===== src/rtl/clk_div_multi.sv =====
// clk_div_multi: multi-channel programmable clock divider.
// Each channel divides clk_in by a runtime divisor D and stays high for H
// cycles of every period. New settings are staged in a shadow register and
// only become active at a period boundary, or at once while the channel is
// disabled, so clk_out never glitches mid-period.
module clk_div_multi #(
    parameter int CH       = 3,
    parameter int CNT_W    = 28,
    parameter int DEF_DIV  = 100000000,
    parameter int DEF_HIGH = 50000000,
    localparam int CH_W    = $clog2(CH)
) (
    input  logic             clk_in,
    input  logic             rst,
    input  logic [CH-1:0]    en,
    input  logic             cfg_we,
    input  logic [CH_W-1:0]  cfg_ch,
    input  logic [CNT_W-1:0] cfg_div,
    input  logic [CNT_W-1:0] cfg_high,
    output logic             cfg_ack,
    output logic             cfg_err,
    output logic [CH-1:0]    clk_out,
    output logic [CH-1:0]    tick
);

    localparam logic [CNT_W-1:0] DEF_DIV_V  = CNT_W'(DEF_DIV);
    localparam logic [CNT_W-1:0] DEF_HIGH_V = CNT_W'(DEF_HIGH);

    logic ch_ok;
    logic div_ok;
    logic high_ok;
    logic cfg_valid;
    logic wr_ok;

    // Validate a config write in the cycle it is presented.
    // The channel compare is widened so it stays meaningful when CH is a power of two.
    always_comb begin
        ch_ok     = (32'(cfg_ch) < 32'(CH));
        div_ok    = (cfg_div >= CNT_W'(2));
        high_ok   = (cfg_high <= cfg_div);
        cfg_valid = ch_ok && div_ok && high_ok;
        wr_ok     = cfg_we && cfg_valid;
    end

    // Report the outcome of a write one cycle later; valid and invalid are exclusive.
    always_ff @(posedge clk_in) begin
        if (rst) begin
            cfg_ack <= 1'b0;
            cfg_err <= 1'b0;
        end else begin
            cfg_ack <= wr_ok;
            cfg_err <= cfg_we && !cfg_valid;
        end
    end

    for (genvar i = 0; i < CH; i++) begin : g_ch
        logic [CNT_W-1:0] cnt;
        logic [CNT_W-1:0] act_div;
        logic [CNT_W-1:0] act_high;
        logic [CNT_W-1:0] sh_div;
        logic [CNT_W-1:0] sh_high;
        logic             pend;
        logic             clk_q;
        logic             tick_q;
        logic             wrap;
        logic             sel;

        // Decode the period wrap and whether this channel is the target of a valid write.
        always_comb begin
            wrap = (cnt == (act_div - CNT_W'(1)));
            sel  = wr_ok && (cfg_ch == CH_W'(i));
        end

        // Per-channel counter with shadowed config; a write landing on the wrap
        // edge is only staged, since the wrap itself sees the old pend/shadow.
        always_ff @(posedge clk_in) begin
            if (rst) begin
                cnt      <= '0;
                act_div  <= DEF_DIV_V;
                act_high <= DEF_HIGH_V;
                sh_div   <= DEF_DIV_V;
                sh_high  <= DEF_HIGH_V;
                pend     <= 1'b0;
                clk_q    <= 1'b0;
                tick_q   <= 1'b0;
            end else begin
                if (en[i]) begin
                    clk_q  <= (cnt < act_high);
                    tick_q <= wrap;
                    if (wrap) begin
                        cnt <= '0;
                        if (pend) begin
                            act_div  <= sh_div;
                            act_high <= sh_high;
                            pend     <= 1'b0;
                        end
                    end else begin
                        cnt <= cnt + CNT_W'(1);
                    end
                end else begin
                    cnt    <= '0;
                    clk_q  <= 1'b0;
                    tick_q <= 1'b0;
                    if (pend) begin
                        act_div  <= sh_div;
                        act_high <= sh_high;
                        pend     <= 1'b0;
                    end
                end
                if (sel) begin
                    sh_div  <= cfg_div;
                    sh_high <= cfg_high;
                    pend    <= 1'b1;
                end
            end
        end

        assign clk_out[i] = clk_q;
        assign tick[i]    = tick_q;
    end

endmodule


===== config.mk =====
export PLATFORM = sky130hd
export DESIGN_NAME = clk_div_multi
export DESIGN_NICKNAME = d
export VERILOG_FILES = /design/src/rtl/clk_div_multi.sv
export SDC_FILE = /design/constraint.sdc
export NUM_CORES = 1
export LEC_CHECK = 0
export ABC_AREA = 1
export CAP_MARGIN = 10
export CORE_AREA = 5 5 236 238
export DETAILED_ROUTE_END_ITERATION = 10
export DIE_AREA = 0 0 241 243
export GPL_TIMING_DRIVEN = 0
export SLEW_MARGIN = 10
export SYNTH_ARGS = -nofsm -noshare
export SYNTH_HDL_FRONTEND = slang
export SYNTH_SLANG_ARGS = --single-unit

===== constraint.sdc =====
create_clock -name clk_in -period 3.4 [get_ports clk_in]
set_clock_uncertainty 0.05 [all_clocks]
set_input_delay 1.02 -clock clk_in [delete_from_list [all_inputs] [get_ports clk_in]]
set_output_delay 1.02 -clock clk_in [all_outputs]
set_load 0.03 [all_outputs]

==> implementation parameters <==
Parameter                              Value

Outcome
  Status ... finished, violations left
  Failing checks ... negative setup slack

Setup path
  Critical-path maximum fanout ... 10
  Required @ worst endpoint ... 3800 ps
  Kind of start point of the critical path ... input port
  Family of cells with the greatest summed delay on the critical path ... buffers and inverters
  Most used cell, CP ... sky130_fd_sc_hd__nand2_1
  Kind of capture point of the worst setup path ... register
  Buffering stage count on the worst path with inverters included ... 4
  Data arrival time of the critical path ... 3940 ps
  Max stage delay cell, worst path ... sky130_fd_sc_hd__dlygate4sd2_1
  Crit Path Class ... in2reg
  Max incr delay on CP ... 420 ps
  Flop-to-flop setup slack ... 250 ps
  Critical-path cell list ... dlygate4sd2_1, inv_1, ha_1, a21oi_1, nor2_1, a211oi_1, o21ai_0, a21oi_2, nand2_1, nand2_4, buf_4, nand4_2, buf_6, nand2_1, o211ai_1

Routing
  Initial DRC count ... 1,873
  Final antenna-violating net count ... 0
  Drt wl/cell ... 18.2 um
  Post-detailed-route via-to-cell ratio ... 5.32
  WL final ... 75.1 mm
  Post-route DRC ... 0
  Detailed Routing Iterations Pass 1 ... 6
  Total via count in the routed design ... 22.0k

Placed design
  Number of placed instances with taps included ... 4,020
  Detailed Place HPWL ... 58.6 mm
  GP Congestion ... 0.955
  Worst setup slack after placement ... -1350 ps
  Number of buffer cells added on primary ports ... 70

Logic synthesis
  Top cells by area in the synthesized netlist ... sky130_fd_sc_hd__dfxtp_1 37%, sky130_fd_sc_hd__nand2_1 12%, sky130_fd_sc_hd__nand3_1 7.3%, sky130_fd_sc_hd__ha_1 6.2%, sky130_fd_sc_hd__nor2_1 5.9%
  Share of the synthesized netlist area taken by xor and xnor gates ... 0.0510
  Total of flip-flops plus latches after synthesis ... 431
  Post-synth cell types ... 49
  Proportion of netlist area held by the largest area contributor ... 0.373
  Ys flop type ... sky130_fd_sc_hd__dfxtp_1
  Synth warn ... 0
  Proportion of register bits with asynchronous set or reset after synthesis ... 0
  Share of the yosys chip area belonging to registers ... 0.373
  Number of nets produced by synthesis ... 3,433
  Simple-Gate Fraction of Synth Area ... 0.325
  Largest area contributor in the synthesized netlist ... sky130_fd_sc_hd__dfxtp_1
  Area fraction in compound gates after synthesis ... 0.0965
  Share of cell area taken by muxes after synthesis ... 0
  Largest family of logic cells by synthesized area ... simple AND/OR/NAND/NOR gates
  Synth Instances ... 3,254
  Avg Cell Area, Syn ... 7.12 sq um
  EDFF count, synth ... 0
  Netlist Area Pre-Place ... 23,200 sq um
  Adder-cell share of the synthesized area ... 0.0621

Job
  Reported max-cap violation count ... 0

Clock network
  CTS tree ... yes
  Num CTS Buffers ... 49
  H-tree Lvls ... 2
  Maximum clock path buffer count ... 3
  CTS Sinks ... 431
  Number of hold buffers added after cts ... 0
  Clock root buffer ... sky130_fd_sc_hd__clkbuf_16
  Worst-Skew Late Latency ... 600 ps
  Reg clk slew, reported paths ... 60 ps

Power
  Cell leakage power ... 11.5 nW
  Overall Power ... 12.5 mW
  Power Dens Cells ... 464 nW/um^2
  Worst ir drop on vdd ... 0.352 mV

Floorplanning
  Full die area ... 58,600 sq um
  Cell Rows ... 85
  Width of the die ... 241 um
  Core region area ... 53,400 sq um
  Number of I/O pins ... 72
  Die Y ... 243 um
  Starting utilization of the core area ... 0.434

Global routing
  Global-route usage over all layers ... 0.247
  Wire length of the first global-routing pass ... 114 mm
  Overflow after GRT ... 0
  Pin count of the biggest net entering global routing ... 14
  Initial antenna violation count ... 0
  Vias in the first global route ... 20.7k

Layout
  Layout Area Growth over Synthesis ... 16.3%
  Filler-free cell count of the finished design ... 4,128
  Post-layout net count ... 3,574
  Antenna diode instance count ... 0
  Final core utilization ... 0.504
  Fraction of layout cells with a size suffix above 1 ... 0.0927

STA
  Total count of hold-check failures in the final report ... 0
  Setup repair after global routing missed its margin ... yes
  Number of max-slew violations in the final report ... 0
  Final setup viols ... 136
  Worst setup margin ... -140 ps
  Transition time at the pin with the least slew margin ... 813 ps
  Fmax achieved ... 282 MHz
  Final critical delay including setup and external delays ... 3540 ps
  Worst slew margin ... 0.458
  Share of the clock period used by the worst path ... 1.04

Worst hold path
  Worst min-delay path category ... reg2reg
-- stage by stage --
step / hold WS [ps] / cell area, sq um / TNS, ps
floorplan: 379 / 23200 / 0
global placement: 392 / 24700 / -257060
detailed placement: 394 / 24700 / -269120
CTS: 409 / 26600 / 0
global route: 431 / 26900 / -10670
finish: 405 / 26900 / -7950
-- layer usage --
metal / share of wire / global-route usage
met1: 0.46 / 0.351
met2: 0.43 / 0.379
met3: 0.074 / 0.0484
met4: 0.032 / 0.0775
met5: 0 / 0
-- registers in the layout (all words and copies together) (netlist names) --
name           count
g_ch.cnt          84
g_ch.clk_q         3
g_ch.tick_q        3
cfg_err            1
g_ch.pend          3
g_ch.sh_div       84
g_ch.act_high     84
g_ch.act_div      84
cfg_ack            1
g_ch.sh_high      84
-- worst paths after layout --
kind                              from                    to  depth (start not counted)
hold / removal    g_ch[2].act_high[22]  g_ch[2].act_high[22]                          2
hold reg to reg   g_ch[2].act_high[22]  g_ch[2].act_high[22]                          2
setup reg to reg    g_ch[1].act_div[0]   g_ch[1].act_high[2]                         16
setup / recovery           cfg_div[25]    g_ch[1].sh_div[24]                         15
-- area by class of cell --
cell class / count / area, sq um
clock buffers: 66 / 1440
plain buffers: 155 / 861
inverters: 362 / 1380
repair buffers: 88 / 868
multi-input cells: 2308 / 12500
flip-flops and latches: 431 / 8630
fillers: 5435 / 26500
well taps: 696 / 871
clock inverters: 22 / 357
-- synthesized netlist by cell type, types with 9 or more instances --
master,count
sky130_fd_sc_hd__o211ai_1,72
sky130_fd_sc_hd__ha_1,115
sky130_fd_sc_hd__o21ai_0,21
sky130_fd_sc_hd__or2_2,13
sky130_fd_sc_hd__a211oi_1,13
sky130_fd_sc_hd__nor2_1,363
sky130_fd_sc_hd__nor2_4,9
sky130_fd_sc_hd__inv_1,356
sky130_fd_sc_hd__xor2_1,90
sky130_fd_sc_hd__buf_4,21
sky130_fd_sc_hd__buf_2,32
sky130_fd_sc_hd__dfxtp_1,431
sky130_fd_sc_hd__clkbuf_1,72
sky130_fd_sc_hd__nand2_2,11
sky130_fd_sc_hd__nor3_1,31
sky130_fd_sc_hd__nand3b_1,9
sky130_fd_sc_hd__xnor2_1,45
sky130_fd_sc_hd__buf_1,21
sky130_fd_sc_hd__nand3_1,339
sky130_fd_sc_hd__a21oi_1,261
sky130_fd_sc_hd__nand2_1,734
sky130_fd_sc_hd__nand3_2,45
sky130_fd_sc_hd__nor2_2,14
sky130_fd_sc_hd__nand4_1,56
-- worst reg2reg max path, stage by stage, from the launching register on --
cell	delay [ps]
sky130_fd_sc_hd__dfxtp_1	350
sky130_fd_sc_hd__inv_1	120
sky130_fd_sc_hd__ha_1	200
sky130_fd_sc_hd__nand2_1	170
sky130_fd_sc_hd__nor2_1	400
sky130_fd_sc_hd__nand2_1	130
sky130_fd_sc_hd__xor2_1	140
sky130_fd_sc_hd__nand2_1	60
sky130_fd_sc_hd__nor2_1	100
sky130_fd_sc_hd__nand2_1	60
sky130_fd_sc_hd__nor2_1	200
sky130_fd_sc_hd__nand3_2	270
sky130_fd_sc_hd__nand2_4	230
sky130_fd_sc_hd__buf_2	230
sky130_fd_sc_hd__nand3_1	170
sky130_fd_sc_hd__nand2_1	120
sky130_fd_sc_hd__nor2_1	50
-- cells by family (layout without fill, tap and decap cells) --
logic type               Yosys count  in the layout
AND/OR/NAND/NOR                 1663           1665
flip-flops                       431            431
adder cells (fa/ha/maj)          115            115
buffers and inverters            517            693
AO/OA/AOI/OAI                    393            393
XOR/XNOR                         135            135
-- power by group --
| part | total [mW] | internal (mW) | switching [mW] |
|---|---|---|---|
| Combinational | 1.31 | 0.444 | 0.861 |
| Sequential | 5.33 | 5.20 | 0.124 |
| Clock | 5.86 | 3.64 | 2.22 |
| Total | 12.5 | 9.29 | 3.20 |
-- cells in the final DEF, fill, tap and decap left out, types with 12 or more instances in the layout --
cell type,Yosys,routed
sky130_fd_sc_hd__a211oi_1,13,12
sky130_fd_sc_hd__a21oi_1,261,259
sky130_fd_sc_hd__buf_1,21,22
sky130_fd_sc_hd__buf_2,32,31
sky130_fd_sc_hd__buf_4,21,41
sky130_fd_sc_hd__clkbuf_1,72,53
sky130_fd_sc_hd__clkbuf_16,0,50
sky130_fd_sc_hd__clkbuf_2,0,13
sky130_fd_sc_hd__clkbuf_8,0,13
sky130_fd_sc_hd__clkdlybuf4s50_1,0,56
sky130_fd_sc_hd__dfxtp_1,431,431
sky130_fd_sc_hd__ha_1,115,112
sky130_fd_sc_hd__inv_1,356,350
sky130_fd_sc_hd__nand2_1,734,733
sky130_fd_sc_hd__nand3_1,339,338
sky130_fd_sc_hd__nand3_2,45,46
sky130_fd_sc_hd__nand4_1,56,56
sky130_fd_sc_hd__nor2_1,363,362
sky130_fd_sc_hd__nor2_2,14,14
sky130_fd_sc_hd__nor3_1,31,29
sky130_fd_sc_hd__o211ai_1,72,72
sky130_fd_sc_hd__o21ai_0,21,20
sky130_fd_sc_hd__or2_2,13,13
sky130_fd_sc_hd__xnor2_1,45,45
sky130_fd_sc_hd__xor2_1,90,90
-- timing repair --
| item | CTS | global route |
|---|---|---|
| setup endpoints to repair | 235 | 195 |
| gates resized for setup | 17 | 86 |
| cloned | 0 | 2 |
| pin swaps | 0 | 5 |
| buffers inserted | 1 | 17 |
(Power assumes the default switching activity.)
